<file path="src/rtl/bip_pkg.sv">
// ---------------------------------------------------------------------------
// bip_pkg
// Shared definitions for the BIP fetch/control slice:
//   - instruction field widths (opcode, operand, full word)
//   - opcode constants OP_HLT .. OP_SUBI
//   - accumulator input select encodings
//   - packed control vector driven towards the datapath
//   - FSM state encoding used by bip_fetch_control
// ---------------------------------------------------------------------------
package bip_pkg;

    localparam int OPC_W   = 5;
    localparam int OPD_W   = 11;
    localparam int INSTR_W = 16;

    localparam logic [OPC_W-1:0] OP_HLT  = 5'd0;
    localparam logic [OPC_W-1:0] OP_STO  = 5'd1;
    localparam logic [OPC_W-1:0] OP_LD   = 5'd2;
    localparam logic [OPC_W-1:0] OP_LDI  = 5'd3;
    localparam logic [OPC_W-1:0] OP_ADD  = 5'd4;
    localparam logic [OPC_W-1:0] OP_ADDI = 5'd5;
    localparam logic [OPC_W-1:0] OP_SUB  = 5'd6;
    localparam logic [OPC_W-1:0] OP_SUBI = 5'd7;

    localparam logic [1:0] SELA_RAM = 2'b00;
    localparam logic [1:0] SELA_IMM = 2'b01;
    localparam logic [1:0] SELA_ALU = 2'b10;

    // Datapath control strobes for one EXEC cycle.
    typedef struct packed {
        logic [1:0] sel_a;
        logic       sel_b;
        logic       alu_op;
        logic       wr_acc;
        logic       wr_ram;
        logic       rd_ram;
    } ctrl_t;

    localparam ctrl_t CTRL_IDLE = '0;

    typedef enum logic [1:0] {
        ST_FETCH = 2'd0,
        ST_EXEC  = 2'd1,
        ST_HALT  = 2'd2
    } state_e;

endpackage

</file>
<file path="src/rtl/bip_decoder.sv">
// ---------------------------------------------------------------------------
// bip_decoder
// Purely combinational opcode decoder for the BIP instruction set.
// Ports:
//   opcode_i   in   OPC_W   opcode field of the current instruction word
//   ctrl_o     out  ctrl_t  datapath control vector for that opcode
//   illegal_o  out  1       opcode is not part of the instruction set
//   is_hlt_o   out  1       opcode is HLT
// ---------------------------------------------------------------------------
module bip_decoder
    import bip_pkg::*;
(
    input  logic [OPC_W-1:0] opcode_i,
    output ctrl_t            ctrl_o,
    output logic             illegal_o,
    output logic             is_hlt_o
);

    always_comb begin
        ctrl_o    = CTRL_IDLE;
        illegal_o = 1'b0;
        is_hlt_o  = 1'b0;
        unique case (opcode_i)
            OP_HLT: begin
                is_hlt_o = 1'b1;
            end
            OP_STO: begin
                ctrl_o.wr_ram = 1'b1;
            end
            OP_LD: begin
                ctrl_o.sel_a  = SELA_RAM;
                ctrl_o.rd_ram = 1'b1;
                ctrl_o.wr_acc = 1'b1;
            end
            OP_LDI: begin
                ctrl_o.sel_a  = SELA_IMM;
                ctrl_o.wr_acc = 1'b1;
            end
            OP_ADD: begin
                ctrl_o.sel_a  = SELA_ALU;
                ctrl_o.sel_b  = 1'b0;
                ctrl_o.alu_op = 1'b0;
                ctrl_o.rd_ram = 1'b1;
                ctrl_o.wr_acc = 1'b1;
            end
            OP_ADDI: begin
                ctrl_o.sel_a  = SELA_ALU;
                ctrl_o.sel_b  = 1'b1;
                ctrl_o.alu_op = 1'b0;
                ctrl_o.wr_acc = 1'b1;
            end
            OP_SUB: begin
                ctrl_o.sel_a  = SELA_ALU;
                ctrl_o.sel_b  = 1'b0;
                ctrl_o.alu_op = 1'b1;
                ctrl_o.rd_ram = 1'b1;
                ctrl_o.wr_acc = 1'b1;
            end
            OP_SUBI: begin
                ctrl_o.sel_a  = SELA_ALU;
                ctrl_o.sel_b  = 1'b1;
                ctrl_o.alu_op = 1'b1;
                ctrl_o.wr_acc = 1'b1;
            end
            default: begin
                // Undefined opcodes behave as a NOP that is flagged.
                illegal_o = 1'b1;
            end
        endcase
    end

endmodule

</file>
<file path="src/rtl/bip_fetch_control.sv">
// ---------------------------------------------------------------------------
// bip_fetch_control
// Instruction fetch and control unit of the BIP processor. Owns the program
// counter, sequences FETCH/EXEC with a registered-read program memory and
// turns each instruction into single-cycle datapath strobes. HLT parks the
// machine in HALT until reset.
// Ports:
//   clk_i       in   1       system clock, rising edge
//   rst_ni      in   1       asynchronous active-low reset
//   enable_i    in   1       low freezes FSM/PC and forces strobes low
//   pm_addr_o   out  OPD_W   program memory address (the PC)
//   pm_data_i   in   INSTR_W instruction word, valid one cycle after address
//   operand_o   out  OPD_W   instruction operand (RAM address / immediate)
//   sel_a_o     out  2       accumulator input select
//   sel_b_o     out  1       ALU B operand select
//   alu_op_o    out  1       0 add, 1 subtract
//   wr_acc_o    out  1       accumulator write strobe
//   wr_ram_o    out  1       data RAM write strobe
//   rd_ram_o    out  1       data RAM read strobe
//   illegal_o   out  1       pulse on an undefined opcode
//   halted_o    out  1       high while halted
// ---------------------------------------------------------------------------
module bip_fetch_control
    import bip_pkg::*;
#(
    parameter int unsigned PROG_DEPTH = 2048
) (
    input  logic               clk_i,
    input  logic               rst_ni,
    input  logic               enable_i,
    output logic [OPD_W-1:0]   pm_addr_o,
    input  logic [INSTR_W-1:0] pm_data_i,
    output logic [OPD_W-1:0]   operand_o,
    output logic [1:0]         sel_a_o,
    output logic               sel_b_o,
    output logic               alu_op_o,
    output logic               wr_acc_o,
    output logic               wr_ram_o,
    output logic               rd_ram_o,
    output logic               illegal_o,
    output logic               halted_o
);

    // PROG_DEPTH is a power of two, so wrapping is a mask of the low bits.
    localparam logic [OPD_W-1:0] PC_MASK = OPD_W'(PROG_DEPTH - 1);

    state_e            state_q, state_d;
    logic [OPD_W-1:0]  pc_q, pc_d;

    ctrl_t             dec_ctrl;
    logic              dec_illegal;
    logic              dec_is_hlt;
    ctrl_t             ctrl;
    logic              exec_active;

    bip_decoder u_decoder (
        .opcode_i  (pm_data_i[INSTR_W-1:OPD_W]),
        .ctrl_o    (dec_ctrl),
        .illegal_o (dec_illegal),
        .is_hlt_o  (dec_is_hlt)
    );

    always_ff @(posedge clk_i or negedge rst_ni) begin
        if (!rst_ni) begin
            state_q <= ST_FETCH;
            pc_q    <= '0;
        end else begin
            state_q <= state_d;
            pc_q    <= pc_d;
        end
    end

    always_comb begin
        state_d = state_q;
        pc_d    = pc_q;
        if (enable_i) begin
            unique case (state_q)
                ST_FETCH: begin
                    state_d = ST_EXEC;
                end
                ST_EXEC: begin
                    if (dec_is_hlt) begin
                        state_d = ST_HALT;
                    end else begin
                        state_d = ST_FETCH;
                        pc_d    = (pc_q + OPD_W'(1)) & PC_MASK;
                    end
                end
                ST_HALT: begin
                    state_d = ST_HALT;
                end
                default: begin
                    state_d = ST_FETCH;
                end
            endcase
        end
    end

    // Strobes exist only in an enabled EXEC cycle; a stalled EXEC keeps
    // the word on the bus, so it fires once when enable returns.
    assign exec_active = (state_q == ST_EXEC) && enable_i;

    always_comb begin
        ctrl      = CTRL_IDLE;
        illegal_o = 1'b0;
        if (exec_active) begin
            ctrl      = dec_ctrl;
            illegal_o = dec_illegal;
        end
    end

    assign pm_addr_o = pc_q;
    assign operand_o = pm_data_i[OPD_W-1:0];
    assign sel_a_o   = ctrl.sel_a;
    assign sel_b_o   = ctrl.sel_b;
    assign alu_op_o  = ctrl.alu_op;
    assign wr_acc_o  = ctrl.wr_acc;
    assign wr_ram_o  = ctrl.wr_ram;
    assign rd_ram_o  = ctrl.rd_ram;
    assign halted_o  = (state_q == ST_HALT);

endmodule

</file>
<file path="config.mk">
export PLATFORM = sky130hd
export DESIGN_NAME = bip_fetch_control
export DESIGN_NICKNAME = d
export VERILOG_FILES = /design/src/rtl/bip_pkg.sv /design/src/rtl/bip_decoder.sv /design/src/rtl/bip_fetch_control.sv
export SDC_FILE = /design/constraint.sdc
export NUM_CORES = 1
export LEC_CHECK = 0
export BUFFER_PORTS_ARGS = -buffer_cell sky130_fd_sc_hd__buf_2
export CORE_ASPECT_RATIO = 1.1
export CORE_MARGIN = 1
export CORE_UTILIZATION = 30
export DETAILED_ROUTE_END_ITERATION = 10
export GPL_ROUTABILITY_DRIVEN = 0
export SETUP_SLACK_MARGIN = 0.05
export SLEW_MARGIN = 5
export SYNTH_ARGS = -nofsm -noshare
export SYNTH_HDL_FRONTEND = slang
export SYNTH_SLANG_ARGS = --single-unit
</file>
<file path="constraint.sdc">
create_clock -name clk_i -period 1.2 [get_ports clk_i]
set_input_delay 0.18 -clock clk_i [delete_from_list [all_inputs] [get_ports clk_i]]
set_output_delay 0.18 -clock clk_i [all_outputs]
set_load 0.1 [all_outputs]
</file>
Word-level counts from Yosys, hierarchy flattened --
Index checks and enable logic that the tools add are counted.
Storage, ports and cells: bits of input ports 19, output and inout port bits 31, bits in registers 13, logic and storage cells 32
Cells by class: add/sub/neg operators 1, bitwise operators 1, mux-type cells 11, eq/ne operators 9, reduce and logical (&&, ||, !) cells 8
Operators by type and width (number):
- 5-bit by 3-bit == test with 1-bit output (second input constant) | 4
- 2-bit one-hot mux with 3 select lines | 2
- 11-bit by 1-bit adder with 11-bit output (second input constant) | 1
- 5-bit by 2-bit == test with 1-bit output (second input constant) | 2
- 8-bit OR reduction | 1
- 7-bit two-way mux | 1
- 1-bit two-way mux | 6
- 6-bit OR reduction | 1
- 5-bit by 1-bit == test with 1-bit output (second input constant) | 1
- 5-bit zero test | 1
- 2-bit one-hot mux with 2 select lines | 1
- 4-bit OR reduction | 1
- 3-bit AND reduction | 1
- 3-bit OR reduction | 1
- 2-bit by 1-bit == test with 1-bit output (second input constant) | 1
- 2-bit == test (second input constant) | 1
- 2-bit zero test | 1
- 2-bit two-way mux | 1
- 1-bit logical AND | 1
- 1-bit inverter | 1

Logic depth before layout (Yosys ltp) --
depth in word-level cells 4, depth in mapped cells 5, gate-level depth less buffers 5

Modules after synthesis --
A second synthesis with hierarchy kept.
Unflattened totals: cell total of the unflattened synthesis 86, area, all modules 827.0 µm²
Modules (own cells, without submodules):
- bip_fetch_control | times used 1, area each 740.7 µm², cells each 73, seq. area each 325.3 µm²
- bip_decoder | times used 1, area each 86.3 µm², cells each 13, seq. area each 0.0 µm²

Worst setup path before layout --
OpenSTA, ideal clock, no wires.
path kind register to output, start point register state_q[1], end point output port rd_ram_o, arrival time 3.005 ns, path slack -1.985 ns, required time 1.020 ns, stages on the path, launching flop included 5, path buffers 0, cell sequence dfrtp_1 -> nand3b_1 -> nor3_1 -> o21a_1 -> nor2b_1
Between the ends: word-level cells in the longest chain between the ends 3
Ends and longest elaborated chain:
- start, declared | line bip_fetch_control.sv:47 | state_e state_q, state_d;
- start signal, assigned | line bip_fetch_control.sv:68 | state_q <= state_d;
- 2-bit by 1-bit == test with 1-bit output | line bip_fetch_control.sv:101 | assign exec_active = (state_q == ST_EXEC) && enable_i;
- 1-bit logical AND | line bip_fetch_control.sv:101
- 7-bit two-way mux | line bip_fetch_control.sv:106 | if (exec_active) begin
- end, declared | line bip_fetch_control.sv:39 | output logic rd_ram_o,
No other way between the ends.

Worst setup path in the final report --
Ends and elaborated chain as after synthesis.

==> metrics.md <==
| Metric | Value |
|---|---|
| Hold crit path type | `input pin to register` |
| Clock Skew | `0.000951 ns` |
| Req. time, crit path | `around 1.0 ns` |
| Diodes inserted | `0` |
| RSZ-0062 raised after global routing | `yes` |
| Final worst path period need | `1.76 ns` |
| Hold Vio Cnt, Final | `0` |
| Worst EP arrival | `1.58 ns` |
| Largest net degree at the start of global routing | `14` |
| Commonest non-fill, non-tap cell in the layout | `buf_4` |
| CP max stage cell | `dfrtp_1` |
| Cells along the critical path | `nand3b_1, nor3_4, o21a_4, nor2b_4, buf_12` |
| Synth area leader | `dfrtp_1` |
| Grt ovf | `0` |
| Top-level port count | `50` |
| Crit path kind | `register to output port` |
| H-tree levels | `1` |
| Yosys top cell area share | `between 40 and 50%` |
| GRT Resource Usage Total | `20.0%` |
| Wirelength per Cell | `15.3 µm` |
| Area delta synth->final | `131%` |
| Core Box Area | `2320 µm²` |
| DIE WIDTH | `49.9 µm` |
| Vias | `763` |
| Status | `finished with violations` |
| Rel. slew slack | `79.9%` |
| Placed cell count | `141` |
| CP max stage delay | `0.38 ns` |
| Finished Layout Cells | `between 150 and 200` |
| Vias in the first global route | `880` |
| Worst-Margin Slew | `0.302 ns` |
| Mean post-synth cell area | `between 10 and 15 µm²` |
| Clock Path Buffers | `2` |
| Count of different cell masters after synthesis | `25` |
| TritonCTS Buffers | `3` |
| Worst Hold Slack | `0.236 ns` |
| Setup violators final | `27` |
| Worst-Skew Late Latency | `0.28 ns` |
| F_max | `569 MHz` |
| CTS tree | `done` |
| Die height | `54.6 µm` |
| Top cells by area, synth | `dfrtp_1 (43%), buf_4 (11%), xnor2_1 (8.1%)` |
| DR iter-0 viols | `5` |
| Worst setup EP type | `output port` |
| Max FO, Critical Path | `3` |
| First-pass GRT wire length | `3.91 mm` |
| HPWL after DPL | `1.58 mm` |
| Vias per cell | `approximately 4.7` |
| Filler Cells Inserted | `147` |
| Top delay family on crit path | `simple AND/OR/NAND/NOR gates` |
| Final wirelength | `between 2 and 3 mm` |
| Synth warn | `0` |
| PwrDens | `2060 nW/µm²` |
| Post-DRT Antenna Nets | `0` |
| Pleak | `0.784 nW` |
| TritonRoute pass-1 iters | `4` |
| Clock sink total | `13` |
| Worst Path Buf+Inv | `1` |
| Die ar. | `around 2700 µm²` |
| Mapped Cells | `roughly 70` |
| Syn nets | `between 90 and 100` |
| Port Buffer Count | `27` |
| Sequential fraction of the synthesis area | `between 40% and 50%` |
| Share of layout cells above drive strength 1 | `82.0%` |
| Most frequent cells in the layout | `buf_4 (23), buf_12 (20), buf_6 (18), buf_2 (7), dfrtp_4 (6)` |
| Period utilisation layout | `146%` |
| Max rail drop VDD | `0.00229 V` |
| Rows | `18` |
| Pins Over Slew Limit | `0` |
| Final Worst Setup Slack | `-0.557 ns` |
| Synthesized cell area | `approximately 760 µm²` |
| Drt drc | `0` |
| Starting density of the core | `32.6%` |
| Initial antenna violation count | `0` |
| CP Launch Type | `register` |
| Clock Tree Root | `clkbuf_4` |
| Synth Register Bits | `13` |
| Layout Nets | `154` |
| Violated checks | `setup timing` |
| Max-cap viol count | `0` |
| Clock-pin slew on the worst setup and hold paths | `0.08 ns` |
==> Yosys cell counts, drive strengths merged <==
library cell / number
o21a: 2
nand3: 1
dfrtp: 13
o2111ai: 1
buf: 12
nor2b: 2
and4: 1
mux2: 2
and4bb: 1
and2: 3
nand2: 6
xnor2: 7
and3b: 1
and4b: 1
nand4: 3
or4: 1
and3: 3
o31ai: 1
nor3: 1
nor2: 5
nand3b: 1
ha: 1
xor2: 3
==> cell families (layout without fill, tap and decap cells) <==
family / Yosys count / in the layout / synth area share [%]
simple gates: 30 / 30 / 23.7
compound gates: 4 / 4 / 4.14
buf+inv: 12 / 73 / 12.4
fa+ha+maj: 1 / 1 / 1.66
flops: 13 / 13 / 43.0
xor+xnor: 10 / 10 / 11.6
mux: 2 / 2 / 3.48
==> state kept, by name (all words and copies together), names as in the netlist <==
name       flops
pm_addr_o     11
state_q        2
==> routing by layer <==
metal / up-vias / track usage (%) / share of wire (%) / routed length [µm]
met5: - / 0 / 0 / 0
met4: 0 / 11.0 / 1.8 / 46
met3: 6 / 3.61 / 6.1 / 153
met2: 35 / 43.9 / 59 / 1470
met1: 366 / 16.9 / 33 / 828
li1: 356 / - / - / -
==> cell type report <==
class                      count  area, µm²  share of cell area [%]
clock buffer                   4       26.3                    1.51
timing repair buffer          69        821                    47.1
multi-input combinational     47        508                    29.1
sequential                    13        352                    20.2
tap                           30       37.5                    2.15
==> worst paths after layout <==
kind | startpoint | end | slack [ns] | depth (start not counted)
max | state_q[1]$_DFFE_PN0P_ | rd_ram_o | -0.56 | 5
min | pm_data_i[11] | state_q[1]$_DFFE_PN0P_ | 0.24 | 2
max reg2reg | state_q[1]$_DFFE_PN0P_ | pm_addr_o[1]$_DFFE_PN0P_ | -0.35 | 6
min reg2reg | pm_addr_o[8]$_DFFE_PN0P_ | pm_addr_o[8]$_DFFE_PN0P_ | 0.52 | 1
max in group asynchronous | rst_ni | pm_addr_o[5]$_DFFE_PN0P_ | 0.63 | 2
min in group asynchronous | rst_ni | pm_addr_o[0]$_DFFE_PN0P_ | 0.31 | 2
==> where the power goes <==
group	total, W	switching [W]	internal (W)
clock network	0.000273	0.000144	0.000129
logic	0.00261	0.00139	0.00122
registers	0.000712	0.000104	0.000609
==> through the flow <==
stage | area, µm² | setup TNS (ns) | power, W | setup WS [ns] | utilization (%)
2_1_floorplan | 865 | -4.76 | 0.00205 | -0.704 | -
3_3_place_gp | 1420 | -4.40 | 0.00274 | -0.349 | 61.4
3_5_place_dp | 1420 | -5.07 | 0.00277 | -0.384 | 61.4
4_1_cts | 1650 | -6.62 | 0.00341 | -0.539 | 71.3
5_1_grt | 1740 | -9.54 | 0.00373 | -0.625 | 75.2
6_report | 1740 | -8.03 | 0.00360 | -0.557 | 75.2
==> worst reg2reg max path, cell delays in order (launching register included) <==
cell	delay, ns
dfrtp_1	0.38
buf_4	0.14
and3b_2	0.24
buf_6	0.09
buf_6	0.09
o21a_4	0.18
mux2_4	0.32
==> repair_timing <==
action / 4_1_cts / 5_1_grt
resized for setup: 21 / 15
hold endpoints to repair: 13 / 0
setup buffers: 15 / 3
pin swaps: 6 / 1
setup endpoints to repair: 27 / 29
hold buffers: 1 / 0
Note: power is estimated with default switching activity, not from simulation.
